[src/rtl/hazard_scoreboard.sv]
// hazard_scoreboard
// Tracks the instructions sitting in the E, M and W stages of a five-stage
// pipeline. From that it decides when the instruction in D must stall, and
// which bypass path each operand should use.
//
// HI/LO (multiply/divide unit) occupancy is modelled by a down-counter.
// A mult loads MULT_LAT and a div loads DIV_LAT on the edge at which it
// enters E. Any D instruction that touches HI/LO waits until the counter
// drains.
//
// Ports
//   clk                   sole clock, rising edge
//   reset                 asynchronous, active-high; empties the pipe
//   rs_D, rt_D            D-stage source registers
//   tuse_rs_D, tuse_rt_D  cycles until the operand is consumed (3 = unused)
//   wr_en_D, wr_addr_D    D-stage destination register
//   tnew_D                cycles after E entry until the result exists
//   md_D                  0 none, 1 mult, 2 div, 3 reserved (none)
//   md_use_D              D instruction reads or writes HI/LO
//   stall                 freeze PC and IF/ID; insert a bubble into ID/EX
//   fwd_rs_D, fwd_rt_D    0 RF, 1 E result, 2 M result, 3 W result
//   fwd_rs_E, fwd_rt_E    0 ID/EX value, 2 M result, 3 W result
//   fwd_rt_M              1 = store data comes from the W result
//   md_busy               multiply/divide counter non-zero
module hazard_scoreboard #(
    parameter int ADDR_W   = 5,
    parameter int MULT_LAT = 5,
    parameter int DIV_LAT  = 10,
    parameter int CNT_W    = 4
) (
    input  logic              clk,
    input  logic              reset,
    input  logic [ADDR_W-1:0] rs_D,
    input  logic [ADDR_W-1:0] rt_D,
    input  logic [1:0]        tuse_rs_D,
    input  logic [1:0]        tuse_rt_D,
    input  logic              wr_en_D,
    input  logic [ADDR_W-1:0] wr_addr_D,
    input  logic [1:0]        tnew_D,
    input  logic [1:0]        md_D,
    input  logic              md_use_D,
    output logic              stall,
    output logic [1:0]        fwd_rs_D,
    output logic [1:0]        fwd_rt_D,
    output logic [1:0]        fwd_rs_E,
    output logic [1:0]        fwd_rt_E,
    output logic              fwd_rt_M,
    output logic              md_busy
);

    localparam logic [CNT_W-1:0] MULT_LOAD = CNT_W'(MULT_LAT);
    localparam logic [CNT_W-1:0] DIV_LOAD  = CNT_W'(DIV_LAT);

    typedef struct packed {
        logic              valid;
        logic              wr_en;
        logic [ADDR_W-1:0] wr_addr;
        logic [1:0]        tnew;
        logic [ADDR_W-1:0] rs;
        logic [ADDR_W-1:0] rt;
        logic              md_start;
    } slot_t;

    slot_t            slot_e, slot_m, slot_w;
    logic [CNT_W-1:0] md_cnt;
    logic             md_start_D;
    logic             rs_stall, rt_stall, md_stall;

    // A slot produces register r only when it really writes r.
    // Register 0 is never produced, so $0 can never cause a stall or a
    // bypass.
    function automatic logic is_prod(input slot_t s, input logic [ADDR_W-1:0] r);
        return s.valid && s.wr_en && (s.wr_addr == r) && (r != '0);
    endfunction

    function automatic logic [1:0] dec_sat(input logic [1:0] t);
        return (t == 2'd0) ? 2'd0 : t - 2'd1;
    endfunction

    // Both E and M are checked independently. W always has its result
    // ready in time for any tuse, so it is not checked here.
    function automatic logic op_stall(input slot_t e, input slot_t m,
                                      input logic [ADDR_W-1:0] r,
                                      input logic [1:0] tuse);
        return (tuse != 2'd3) &&
               ((is_prod(e, r) && (e.tnew > tuse)) ||
                (is_prod(m, r) && (m.tnew > tuse)));
    endfunction

    // Only the nearest producer may be used. If its value is not ready yet,
    // select the RF; the stall logic holds D until the value is ready.
    function automatic logic [1:0] fwd_d(input slot_t e, input slot_t m,
                                         input slot_t w,
                                         input logic [ADDR_W-1:0] r);
        if (is_prod(e, r))      return (e.tnew == 2'd0) ? 2'd1 : 2'd0;
        else if (is_prod(m, r)) return (m.tnew == 2'd0) ? 2'd2 : 2'd0;
        else if (is_prod(w, r)) return (w.tnew == 2'd0) ? 2'd3 : 2'd0;
        else                    return 2'd0;
    endfunction

    function automatic logic [1:0] fwd_e(input slot_t m, input slot_t w,
                                         input logic [ADDR_W-1:0] r);
        if (is_prod(m, r))      return (m.tnew == 2'd0) ? 2'd2 : 2'd0;
        else if (is_prod(w, r)) return (w.tnew == 2'd0) ? 2'd3 : 2'd0;
        else                    return 2'd0;
    endfunction

    assign md_start_D = (md_D == 2'd1) || (md_D == 2'd2);
    assign md_busy    = (md_cnt != '0);

    // The slot_e.md_start term covers the load edge itself. It only has an
    // effect if a latency parameter is ever configured as 0.
    assign rs_stall = op_stall(slot_e, slot_m, rs_D, tuse_rs_D);
    assign rt_stall = op_stall(slot_e, slot_m, rt_D, tuse_rt_D);
    assign md_stall = md_use_D && (md_busy || slot_e.md_start);
    assign stall    = rs_stall || rt_stall || md_stall;

    assign fwd_rs_D = fwd_d(slot_e, slot_m, slot_w, rs_D);
    assign fwd_rt_D = fwd_d(slot_e, slot_m, slot_w, rt_D);
    assign fwd_rs_E = fwd_e(slot_m, slot_w, slot_e.rs);
    assign fwd_rt_E = fwd_e(slot_m, slot_w, slot_e.rt);
    assign fwd_rt_M = is_prod(slot_w, slot_m.rt);

    always_ff @(posedge clk or posedge reset) begin
        if (reset) begin
            slot_e <= '0;
            slot_m <= '0;
            slot_w <= '0;
        end else begin
            slot_w      <= slot_m;
            slot_w.tnew <= dec_sat(slot_m.tnew);
            slot_m      <= slot_e;
            slot_m.tnew <= dec_sat(slot_e.tnew);
            if (stall) begin
                slot_e <= '0;
            end else begin
                slot_e.valid    <= 1'b1;
                slot_e.wr_en    <= wr_en_D;
                slot_e.wr_addr  <= wr_addr_D;
                slot_e.tnew     <= tnew_D;
                slot_e.rs       <= rs_D;
                slot_e.rt       <= rt_D;
                slot_e.md_start <= md_start_D;
            end
        end
    end

    // A new mult/div cannot issue while the counter is non-zero, because
    // md_stall blocks it. So a load never overlaps a count in progress.
    always_ff @(posedge clk or posedge reset) begin
        if (reset) begin
            md_cnt <= '0;
        end else if (!stall && (md_D == 2'd1)) begin
            md_cnt <= MULT_LOAD;
        end else if (!stall && (md_D == 2'd2)) begin
            md_cnt <= DIV_LOAD;
        end else if (md_cnt != '0) begin
            md_cnt <= md_cnt - CNT_W'(1);
        end
    end

    // Fields carried along the pipe that no output reads.
    logic unused_fields;
    assign unused_fields = ^{slot_m.rs, slot_m.md_start,
                             slot_w.rs, slot_w.rt, slot_w.md_start};

endmodule

[config.mk]
export PLATFORM = sky130hd
export DESIGN_NAME = hazard_scoreboard
export DESIGN_NICKNAME = d
export VERILOG_FILES = /design/src/rtl/hazard_scoreboard.sv
export SDC_FILE = /design/constraint.sdc
export NUM_CORES = 1
export LEC_CHECK = 0
export BUFFER_PORTS_ARGS = -buffer_cell sky130_fd_sc_hd__buf_2
export CELL_PAD_IN_SITES_DETAIL_PLACEMENT = 2
export CELL_PAD_IN_SITES_GLOBAL_PLACEMENT = 2
export CORE_UTILIZATION = 36
export DETAILED_ROUTE_END_ITERATION = 8
export PLACE_DENSITY_LB_ADDON = 0.1
export SYNTH_ARGS = -nofsm -noshare
export SYNTH_HDL_FRONTEND = slang
export SYNTH_SLANG_ARGS = --single-unit
[constraint.sdc]
create_clock -name clk -period 2.9 [get_ports clk]
set_clock_uncertainty 0.1 [all_clocks]
set_input_delay 0.145 -clock clk [delete_from_list [all_inputs] [get_ports clk]]
set_output_delay 0.145 -clock clk [all_outputs]
set_load 0.02 [all_outputs]
; ---- Word level (Yosys, flattened, before mapping)
; Index checks and enable logic that the tools add are counted.
[op_classes]
eq_ne = 15
addsub = 3
div = 0
shift = 0
bitwise_logic = 0
mux = 19
n_lt_le_gt_ge = 4
reduce_logical = 51
mul = 0
[ops]
columns = op, n
row1 = 5-bit == test, 11
row2 = 1-bit logical AND, 34
row3 = 2-bit two-way mux, 14
row4 = 5-bit nonzero test, 5
row5 = 20-bit two-way mux, 1
row6 = 4-bit two-way mux, 3
row7 = 2-bit > comparator, 4
row8 = 2-bit logical NOT, 3
row9 = 1-bit logical OR, 6
row10 = 2-bit inequality test (second input constant), 2
row11 = 4-bit nonzero test, 1
row12 = 2-bit by 1-bit subtractor with 2-bit output (second input constant), 2
row13 = 4-bit by 1-bit subtractor with 4-bit output (second input constant), 1
row14 = 3-bit nonzero test, 1
row15 = 2-bit by 1-bit == test with 1-bit output (second input constant), 1
row16 = 2-bit == test (second input constant), 1
row17 = 1-bit logical NOT, 1
row18 = 1-bit two-way mux, 1
[totals]
inputBits = 27
ram_bits = 0
latchBits = 0
memories = 0
regBits = 47
elab_cells = 109
mem_bits_ro = 0

; ---- Longest topological paths before layout
; Gate-level depths: netlist (run 1).
[logic_depth]
depth_word = 12
ltp_mapped = 9

; ---- Least setup slack after synthesis (run 1)
; No wires, ideal clock.
[synth_path]
kind = register -> output
from = register slot_e[3] in the netlist's numbering
to = output fwd_rt_E[1]
setup_slack_ns = 0.520
n_path_buf = 0
stages_incl_launch_ff = 6
required_ns = 2.655
arrival_time_ns = 2.135
cell_sequence = dfrtp_1 > or4_1 > nor2_1 > nor3_1 > nor4_1 > a21o_1
[synth_via]
elab_chain_cells = 5
elab_cells_between_ends = 9
[synth_lines]
columns = item, line
row1 = start: declaration, 64  ; slot_t slot_e, slot_m, slot_w;
row2 = 5-bit == test, 73  ; return s.valid && s.wr_en && (s.wr_addr == r) && (r != '0);
row3 = 1-bit logical AND (2 in a row), 73
row4 = 2-bit two-way mux, 104  ; else if (is_prod(w, r)) return (w.tnew == 2'd0) ? 2'd3 : 2'd0;
row5 = 2-bit two-way mux (*), 103  ; if (is_prod(m, r)) return (m.tnew == 2'd0) ? 2'd2 : 2'd0;
row6 = end: declaration, 46  ; output logic [1:0] fwd_rt_E,
; Mark *: on every way between the ends. The rest lies on a longest branch, timed or not.

; ---- Worst setup path after layout (run 1)
[layout_path]
from = register slot_e[12] in the netlist's numbering
to = output stall
[layout_via]
elab_chain_cells = 6
elab_cells_between_ends = 10
[layout_lines]
columns = item, line
row1 = 2-bit > comparator, 86  ; ((is_prod(e, r) && (e.tnew > tuse)) ||
row2 = 1-bit logical AND, 86
row3 = 1-bit logical OR, 86
row4 = 1-bit logical AND, 85  ; return (tuse != 2'd3) &&
row5 = 1-bit logical OR (*) (2 in a row), 116  ; assign stall = rs_stall || rt_stall || md_stall;
row6 = end: declaration, 42  ; output logic stall,
; Marked as above.

==> results of run 1 <==
[cell type report]
class / instances / area (um^2)
fillers: 781 / 3860
multi-input cells: 178 / 1330
flip-flops and latches: 47 / 1180
repair buffers: 49 / 295
well taps: 96 / 120
clock buffers: 6 / 82.6
inverters: 10 / 37.5
clock inverters: 1 / 5.00
[cells in the mapped netlist]
master and n:
xnor2_1 50, dfrtp_1 47, and3_1 18, clkbuf_1 12, ha_1 12, nand4_1 10, nor3_1 10, inv_1 9
nor4_1 9, nand2_1 7, nand3_1 7, nor2b_1 7, a22oi_1 6, nor2_1 6, xor2_1 6, o21ai_0 5
and2_1 4, a21oi_1 3, or4_1 3, a21o_1 2, buf_2 2, buf_4 2, nor2_4 2, o21ai_1 2
or4_4 2, a22o_1 1, a32o_1 1, inv_2 1, mux2_2 1, nand3_4 1, o21ba_1 1, or3_1 1
or3b_1 1
[cell families after synthesis]
kind of cell               Yosys count  share of synthesized area (%)
DFF                                 47                           45.1
buffers and inverters               26                           4.12
xor gates and xnor gates            56                           18.8
adders and majority gates           12                           5.76
AOI/OAI and AO/OA                   21                           5.32
muxes                                1                          0.432
and+or+nand+nor                     88                           20.5
[power by group through the flow]
stage / combinational [mW] / clock (mW) / sequential [mW]
detailed placement: 0.479 / 0 / 0.887
global route: 0.539 / 0.436 / 0.887
finish: 0.485 / 0.399 / 0.869
CTS: 0.493 / 0.417 / 0.873
floorplan: 0.387 / 0 / 0.816
global placement: 0.463 / 0 / 0.883
[repair_timing]
action | CTS | global route
setup endpoints to repair | 0 | 1
gates resized for setup | 0 | 2
hold endpoints to repair | 8 | 0
hold buffers | 8 | 0
[final timing paths]
kind / start / to / slack, ns / cells past startpoint
worst min register to register: slot_e[18] / slot_m[18] / 0.33 / 0
worst min-delay path: reset / slot_w[12] / -0.02 / 2
min in group clk: md_D[1] / slot_e[0] / 0.03 / 3
worst max register to register: slot_e[11] / md_cnt[0] / 0.57 / 9
max in group asynchronous: reset / slot_m[13] / 2.08 / 2
worst max-delay path: slot_e[12] / stall / 0.22 / 9
[stage by stage]
stage                     hold slack (ns)  power [mW]  cell area, um^2  std cells
after detailed placement            0.280        1.37             2880        372
after global routing               0.0258        1.86             3050        387
after global placement              0.282        1.35             2880        372
after floorplan                     0.198        1.20             2610        251
after CTS                          0.0249        1.78             3050        387
final                             -0.0233        1.75             3050        387
[per-layer routing]
metal  up-vias  global-route usage (%)  wire length, um
met5         -                       0                0
met4         0                    4.47               59
met3         6                    2.94              132
met2        28                    36.9             3610
met1       998                    26.2             3210
li1        941                       -                -
[flip-flops by register name (all words and copies together) (netlist names)]
signal / cells
md_cnt: 4
slot_e: 20
slot_m: 14
slot_w: 9
==> impl_metrics.ini, run 1 <==
[sta]
period_share_pct = 92.3
hold_viol_final = 23
tns_ns = 0
holdWs_ns = -0.0233
rsz0062_at_grt = no
fmax_mhz = 374
final.min_clock_period_ns = 2.68
relSlewSlack_pct = 32.5
finalMaxSlewViolations = 0
setup_ws_ns = 0.224
setup_viol = 0
worst_slew_pin_slew_ns = 1.01

[job]
maxCapViolations = 0

[clock_tree]
clock_sinks = 47
cts_buffer_depth = 2
cts-buffers-inserted = 5
cts_setup_buffers = 0
cts_tree = done
htreeDepth = 2
root_buffer = clkbuf_8
clk_pin_slew_ns = 0.08
clk_latency_ns = 0.29

[synthesis]
synthDistinctLibCells = 33
ys_ff_latch = 47
syn_area_um2 = 2610
yosys.area.top_type = dfrtp_1
syn_inst = 251
synth_seq_area_share_pct = 45.1
syn-num-nets = 290
yosys_warnings = 0
synth_area_leaders = dfrtp_1 (45%), xnor2_1 (17%), ha_1 (5.8%)
netlist.area_leader.share_pct = 45.1
synth.avg_cell_area_um2 = 10.4

[drt]
routed_via_density = 5.10
vias = 1973
drcViolationCount = 0
wire_per_inst_um = 18.1
detailedRoute.firstIterationViolations = 31
ant_nets = 0
dr.pass1.iters = 3
finalWirelength_um = 7010

[layout]
final_cell_mix = xnor2_1 (50), dfrtp_1 (47), buf_2 (37), and3_1 (18), ha_1 (12)
num-nets-final = 330
synthToLayoutAreaGrowth_pct = 16.9
diodes = 0
fin_util_pct = 44.1
layout-drive-gt1-share_pct = 19.9
final_common_cell = xnor2_1

[setup_path]
critPathKind = reg2out
cp_data_required_time_ns = 2.65
crit_fanout = 10
path_buf_inv = 3
path_cells = ha_1 -> nor2b_1 -> o21ai_1 -> nor4_1 -> nor4_2 -> buf_4 -> and2_2 -> inv_2 -> buf_2
cp_top_family = simple AND/OR/NAND/NOR gates
critPathArrivalTime_ns = 2.43
start_kind = flop
end_kind = output port
cpPeakStageDelay_ns = 0.44
cp_slowest_cell = dfrtp_1

[die]
initial_core_util_pct = 37.8
die_w_um = 87.1
die_h_um = 87.1
core_um2 = 6910
dieArea_um2 = 7590
num_rows = 30
io_pins = 38

[run_status]
violations = negative hold slack
run_status = finished, violations left

[pwr]
internal_power_mw = 1.18
power.leakage_nw = 1.38
power_density_nw_per_um2 = 575
swShare_pct = 32.8
pwr-share-clk_pct = 22.8
vdd_ir_drop_max_mv = 0.308
combPwrFrac_pct = 27.7
p_switching_mw = 0.575
p_seq_share_pct = 49.6

[global_routing]
track_usage_pct = 20.6
grt_first_pass_wirelength_um = 11500
overflow = 0
first_global_vias = 2178
antenna_found_initial = 0
grt_max_degree = 48

[placed_design]
port_buffers = 37
dp_hpwl_um = 5350
place_worst_setup_slack_ns = 0.356
gp_congestion = 0.737

[hold_path]
hold_path_class = in2async
Note: power is estimated with default switching activity, not from simulation.
==> inputs of run 2 (changes only) <==
Settings changed: BUFFER_PORTS_ARGS -buffer_cell sky130_fd_sc_hd__buf_2 to not set, CORE_UTILIZATION 36 to 40, DONT_BUFFER_PORTS set to 1.
==> impl_metrics.ini, run 2 (same netlist as run 1, synthesis figures left out) <==
[run_status]
run_status = finished, final reports clean

[drt]
routed_via_density = 5.54
drcViolationCount = 0
detailedRoute.firstIterationViolations = 69
finalWirelength_um = 7400
ant_nets = 0
vias = 1934
dr.pass1.iters = 4
wire_per_inst_um = 21.2

[clock_tree]
cts_tree = done
root_buffer = clkbuf_8
clk_latency_ns = 0.31
clk_pin_slew_ns = 0.09
clock_sinks = 47
cts-buffers-inserted = 5
htreeDepth = 2
cts_setup_buffers = 0
ctsResizeCount = 0
cts_buffer_depth = 2

[layout]
diodes = 0
multi_input_area_um2 = 1330
largest_reg_flops = 20
largest_registers = slot_e (20), slot_m (14), slot_w (9)
largest_register = slot_e
fillers = 667
layout-drive-gt1-share_pct = 9.19
num-nets-final = 310
final_cell_mix = xnor2_1 (50), dfrtp_1 (47), dlygate4sd3_1 (21), and3_1 (18), ha_1 (12)
final_common_cell = xnor2_1
seq_area_um2 = 1180
fin_util_pct = 47.5
synthToLayoutAreaGrowth_pct = 15.0

[global_routing]
track_usage_pct = 24.5
first_global_vias = 2159
grt_max_degree = 48
antenna_found_initial = 0
overflow = 0
grt_first_pass_wirelength_um = 11800

[setup_path]
startpoint = slot_m[12]
end_kind = output port
r2r-start = slot_m[12]
cp_data_required_time_ns = 2.65
critPathArrivalTime_ns = 2.52
start_kind = flop
crit_fanout = 7
critPathKind = reg2out

[sta]
period_share_pct = 95.3
fmax_mhz = 362
setup_viol = 0
final.min_clock_period_ns = 2.76
worst_slew_pin_slew_ns = 0.978
relSlewSlack_pct = 34.7
tns_ns = 0
finalMaxSlewViolations = 0
hold_viol_final = 0
rsz0062_at_grt = no

[die]
die_h_um = 82.8
num_rows = 29
dieArea_um2 = 6850
core_um2 = 6310
die_w_um = 82.8
io_pins = 38
initial_core_util_pct = 41.3

[pwr]
power.leakage_nw = 1.29
vdd_ir_drop_max_mv = 0.430
power_density_nw_per_um2 = 578
report.power.total_mw = 1.73

[hold_path]
hold_path_class = in2reg
hold_start = md_D[0]

[placed_design]
port_buffers = 0
gp_congestion = 0.748
dp_hpwl_um = 5380

[job]
maxCapViolations = 0
run 2: metrics by stage:
stage          worst slack, ns  instances  hold slack [ns]  area, um^2
4_1_cts                  0.143        349           0.0737        3000
6_report                 0.137        349           0.0855        3000
3_5_place_dp             0.535        320            0.204        2700
5_1_grt                 0.0434        349            0.111        3000
3_3_place_gp             0.548        320            0.203        2700
2_1_floorplan            0.520        251            0.198        2610
run 2: metal layers:
layer	part of all wire, %	GRT usage, %
met5	0	0
met4	1.2	6.03
met3	2.8	4.29
met2	51	42.5
met1	45	31.4
run 2: power breakdown:
group          total (mW)  internal [mW]  switching [mW]
sequential          0.873          0.750           0.123
clock               0.402          0.168           0.234
combinational       0.458          0.238           0.220
total                1.73           1.16           0.577
run 2: cell type report:
| type | count | area share, % |
|---|---|---|
| timing repair buffer | 29 | 9.01 |
| inverter | 10 | 1.25 |
| sequential | 47 | 39.2 |
| tap | 77 | 3.21 |
| clock buffer | 5 | 2.29 |
| multi-input combinational | 178 | 44.4 |
| clock inverter | 3 | 0.667 |
run 2: worst paths after layout:
kind                               to  slack, ns  depth (start not counted)
max                             stall       0.14                          8
max in group asynchronous  slot_e[14]       1.67                          2
max reg2reg                 md_cnt[1]       0.44                          8
min reg2reg                slot_m[18]       0.33                          0
min in group asynchronous  slot_w[18]       0.41                          2
min                         md_cnt[3]       0.09                          2
run 2: critical path: stages (launching register included):
cell	delay (ns)
dfrtp_1	0.45
ha_1	0.32
nor2b_1	0.15
o21ai_0	0.22
nor4_1	0.09
nor4_2	0.35
buf_4	0.23
and2_1	0.29
inv_2	0.12
run 2: timing repair:
item                       in CTS  in global routing
hold endpoints to repair       66                  0
hold buffers                   21                  0
setup endpoints to repair       0                  0
==> inputs of run 3 (changes only) <==
--- a/config.mk
+++ b/config.mk
@@ -11,5 +11,5 @@
 export DETAILED_ROUTE_END_ITERATION = 8
 export DONT_BUFFER_PORTS = 1
-export PLACE_DENSITY_LB_ADDON = 0.1
+export PLACE_DENSITY_LB_ADDON = 0.12
 export SYNTH_ARGS = -nofsm -noshare
 export SYNTH_HDL_FRONTEND = slang
==> constraint.sdc (replaced) <==
create_clock -name clk -period 2.9 [get_ports clk]
set_clock_uncertainty 0.1 [all_clocks]
set_input_delay 0.58 -clock clk [delete_from_list [all_inputs] [get_ports clk]]
set_output_delay 0.58 -clock clk [all_outputs]
set_load 0.02 [all_outputs]
==> impl_metrics.ini, run 3 (same netlist as run 1, synthesis figures left out) <==
[run_status]
run_status = finished, violations left
violations = negative setup slack

[placed_design]
dp_hpwl_um = 5430
gp_congestion = 0.780
place_worst_setup_slack_ns = 0.0102
port_buffers = 0
placedCellCount = 323

[drt]
wl_met2_um = 3930
wl_met1_um = 3000
dr.pass1.iters = 4
top_layer = met4
wl_met3_um = 236
vias = 1854
drcViolationCount = 0
ant_nets = 0
wire_per_inst_um = 22.3
detailedRoute.firstIterationViolations = 77
finalWirelength_um = 7370
routed_via_density = 5.60

[sta]
final.min_clock_period_ns = 2.91
holdWs_ns = 0.273
rsz0062_at_grt = yes
setup_viol = 1
fmax_mhz = 344
period_share_pct = 100
setup_ws_ns = -0.00808
hold_viol_final = 0
relSlewSlack_pct = 34.9
worst_slew_pin_slew_ns = 0.975
finalMaxSlewViolations = 0

[layout]
diodes = 0
layout-drive-gt1-share_pct = 16.1
final_cell_mix = xnor2_1 (50), dfrtp_1 (46), and3_1 (18), ha_1 (12), buf_4 (11)
final_common_cell = xnor2_1
final_cells = 331
largest_register = slot_e
largest_registers = slot_e (20), slot_m (14), slot_w (9)
synthToLayoutAreaGrowth_pct = 11.2
num-nets-final = 292
largest_reg_flops = 20

[clock_tree]
htreeDepth = 2
cts-buffers-inserted = 5
cts_setup_buffers = 0
cts_buffer_depth = 2
cts_tree = done
root_buffer = clkbuf_8
holdBufCountCts = 0
clk_latency_ns = 0.31
clk_pin_slew_ns = 0.08
clock_sinks = 47

[global_routing]
track_usage_pct = 24.4
grt_max_degree = 48
antenna_found_initial = 0
first_global_vias = 2092
grt_first_pass_wirelength_um = 11500
overflow = 0

[pwr]
swShare_pct = 31.5
power.leakage_nw = 1.25
p_switching_mw = 0.577
vdd_ir_drop_max_mv = 0.329
p_seq_share_pct = 47.5
combPwrFrac_pct = 25.0
pwr-share-clk_pct = 27.5
internal_power_mw = 1.25
power_density_nw_per_um2 = 631

[die]
io_pins = 38
die_h_um = 82.8
num_rows = 29
dieArea_um2 = 6850
die_w_um = 82.8
initial_core_util_pct = 41.3
core_um2 = 6310

[hold_path]
hold_path_class = in2async

[setup_path]
cp_slowest_cell = or4_4
worstRegToRegCells = 8
end_kind = output port
cp_data_required_time_ns = 2.22
cpPeakStageDelay_ns = 0.55
path_cells = or4_4 -> nor2_4 -> nor3_1 -> or4_4 -> a21oi_2 -> buf_4
cpMostUsedCell = or4_4
crit_fanout = 5
critPathKind = in2out
start_kind = primary input
critPathArrivalTime_ns = 2.23

[job]
maxCapViolations = 0
[run 3: layout make-up]
class	count	area, um^2
fill	688	3410
multi-input combinational	178	1390
sequential	47	1180
tap	77	96.3
clock buffer	6	82.6
timing repair buffer	11	82.6
inverter	10	37.5
clock inverter	2	35.0
[run 3: worst paths after layout]
| kind | start | to | slack (ns) |
|---|---|---|---|
| setup / recovery | rt_D[1] | fwd_rt_D[1] | -0.008 |
| hold / removal | reset | slot_e[6] | 0.27 |
| setup reg to reg | slot_e[12] | md_cnt[2] | 0.57 |
| hold reg to reg | slot_e[19] | slot_m[19] | 0.32 |
| max in group asynchronous | reset | slot_m[13] | 1.76 |
| min in group clk | wr_addr_D[0] | slot_e[13] | 0.32 |
[run 3: per-layer routing]
layer | up-vias | global-route usage (%)
met1 | 941 | 28.2
met3 | 13 | 4.73
met4 | 0 | 9.14
li1 | 863 | -
met2 | 37 | 44.3
met5 | - | 0
[run 3: critical path: cells and delay by family]
family	cells	cell delay, ns
AO/OA/AOI/OAI	1	0.20
AND/OR/NAND/NOR	4	1.27
buffers and inverters	1	0.17
[run 3: timing repair]
item,4_1_cts,5_1_grt
pin swaps,1,2
resized for setup,5,12
setup endpoints to repair,3,7
[run 3: power by group through the flow]
stage,Combinational [mW],Sequential [mW],Clock [mW]
2_1_floorplan,0.387,0.816,0
3_3_place_gp,0.430,0.882,0
3_5_place_dp,0.446,0.886,0
4_1_cts,0.455,0.872,0.517
5_1_grt,0.520,0.885,0.541
6_report,0.457,0.870,0.504
[run 3: metrics by stage]
| stage | TNS [ns] | area [um^2] | utilization [%] | total power [mW] |
|---|---|---|---|---|
| floorplan | 0 | 2610 | - | 1.20 |
| global placement | 0 | 2720 | 43.1 | 1.31 |
| detailed placement | 0 | 2720 | 43.1 | 1.33 |
| CTS | 0 | 2860 | 45.3 | 1.84 |
| global route | -0.00525 | 2900 | 46.0 | 1.95 |
| finish | -0.00808 | 2900 | 46.0 | 1.83 |
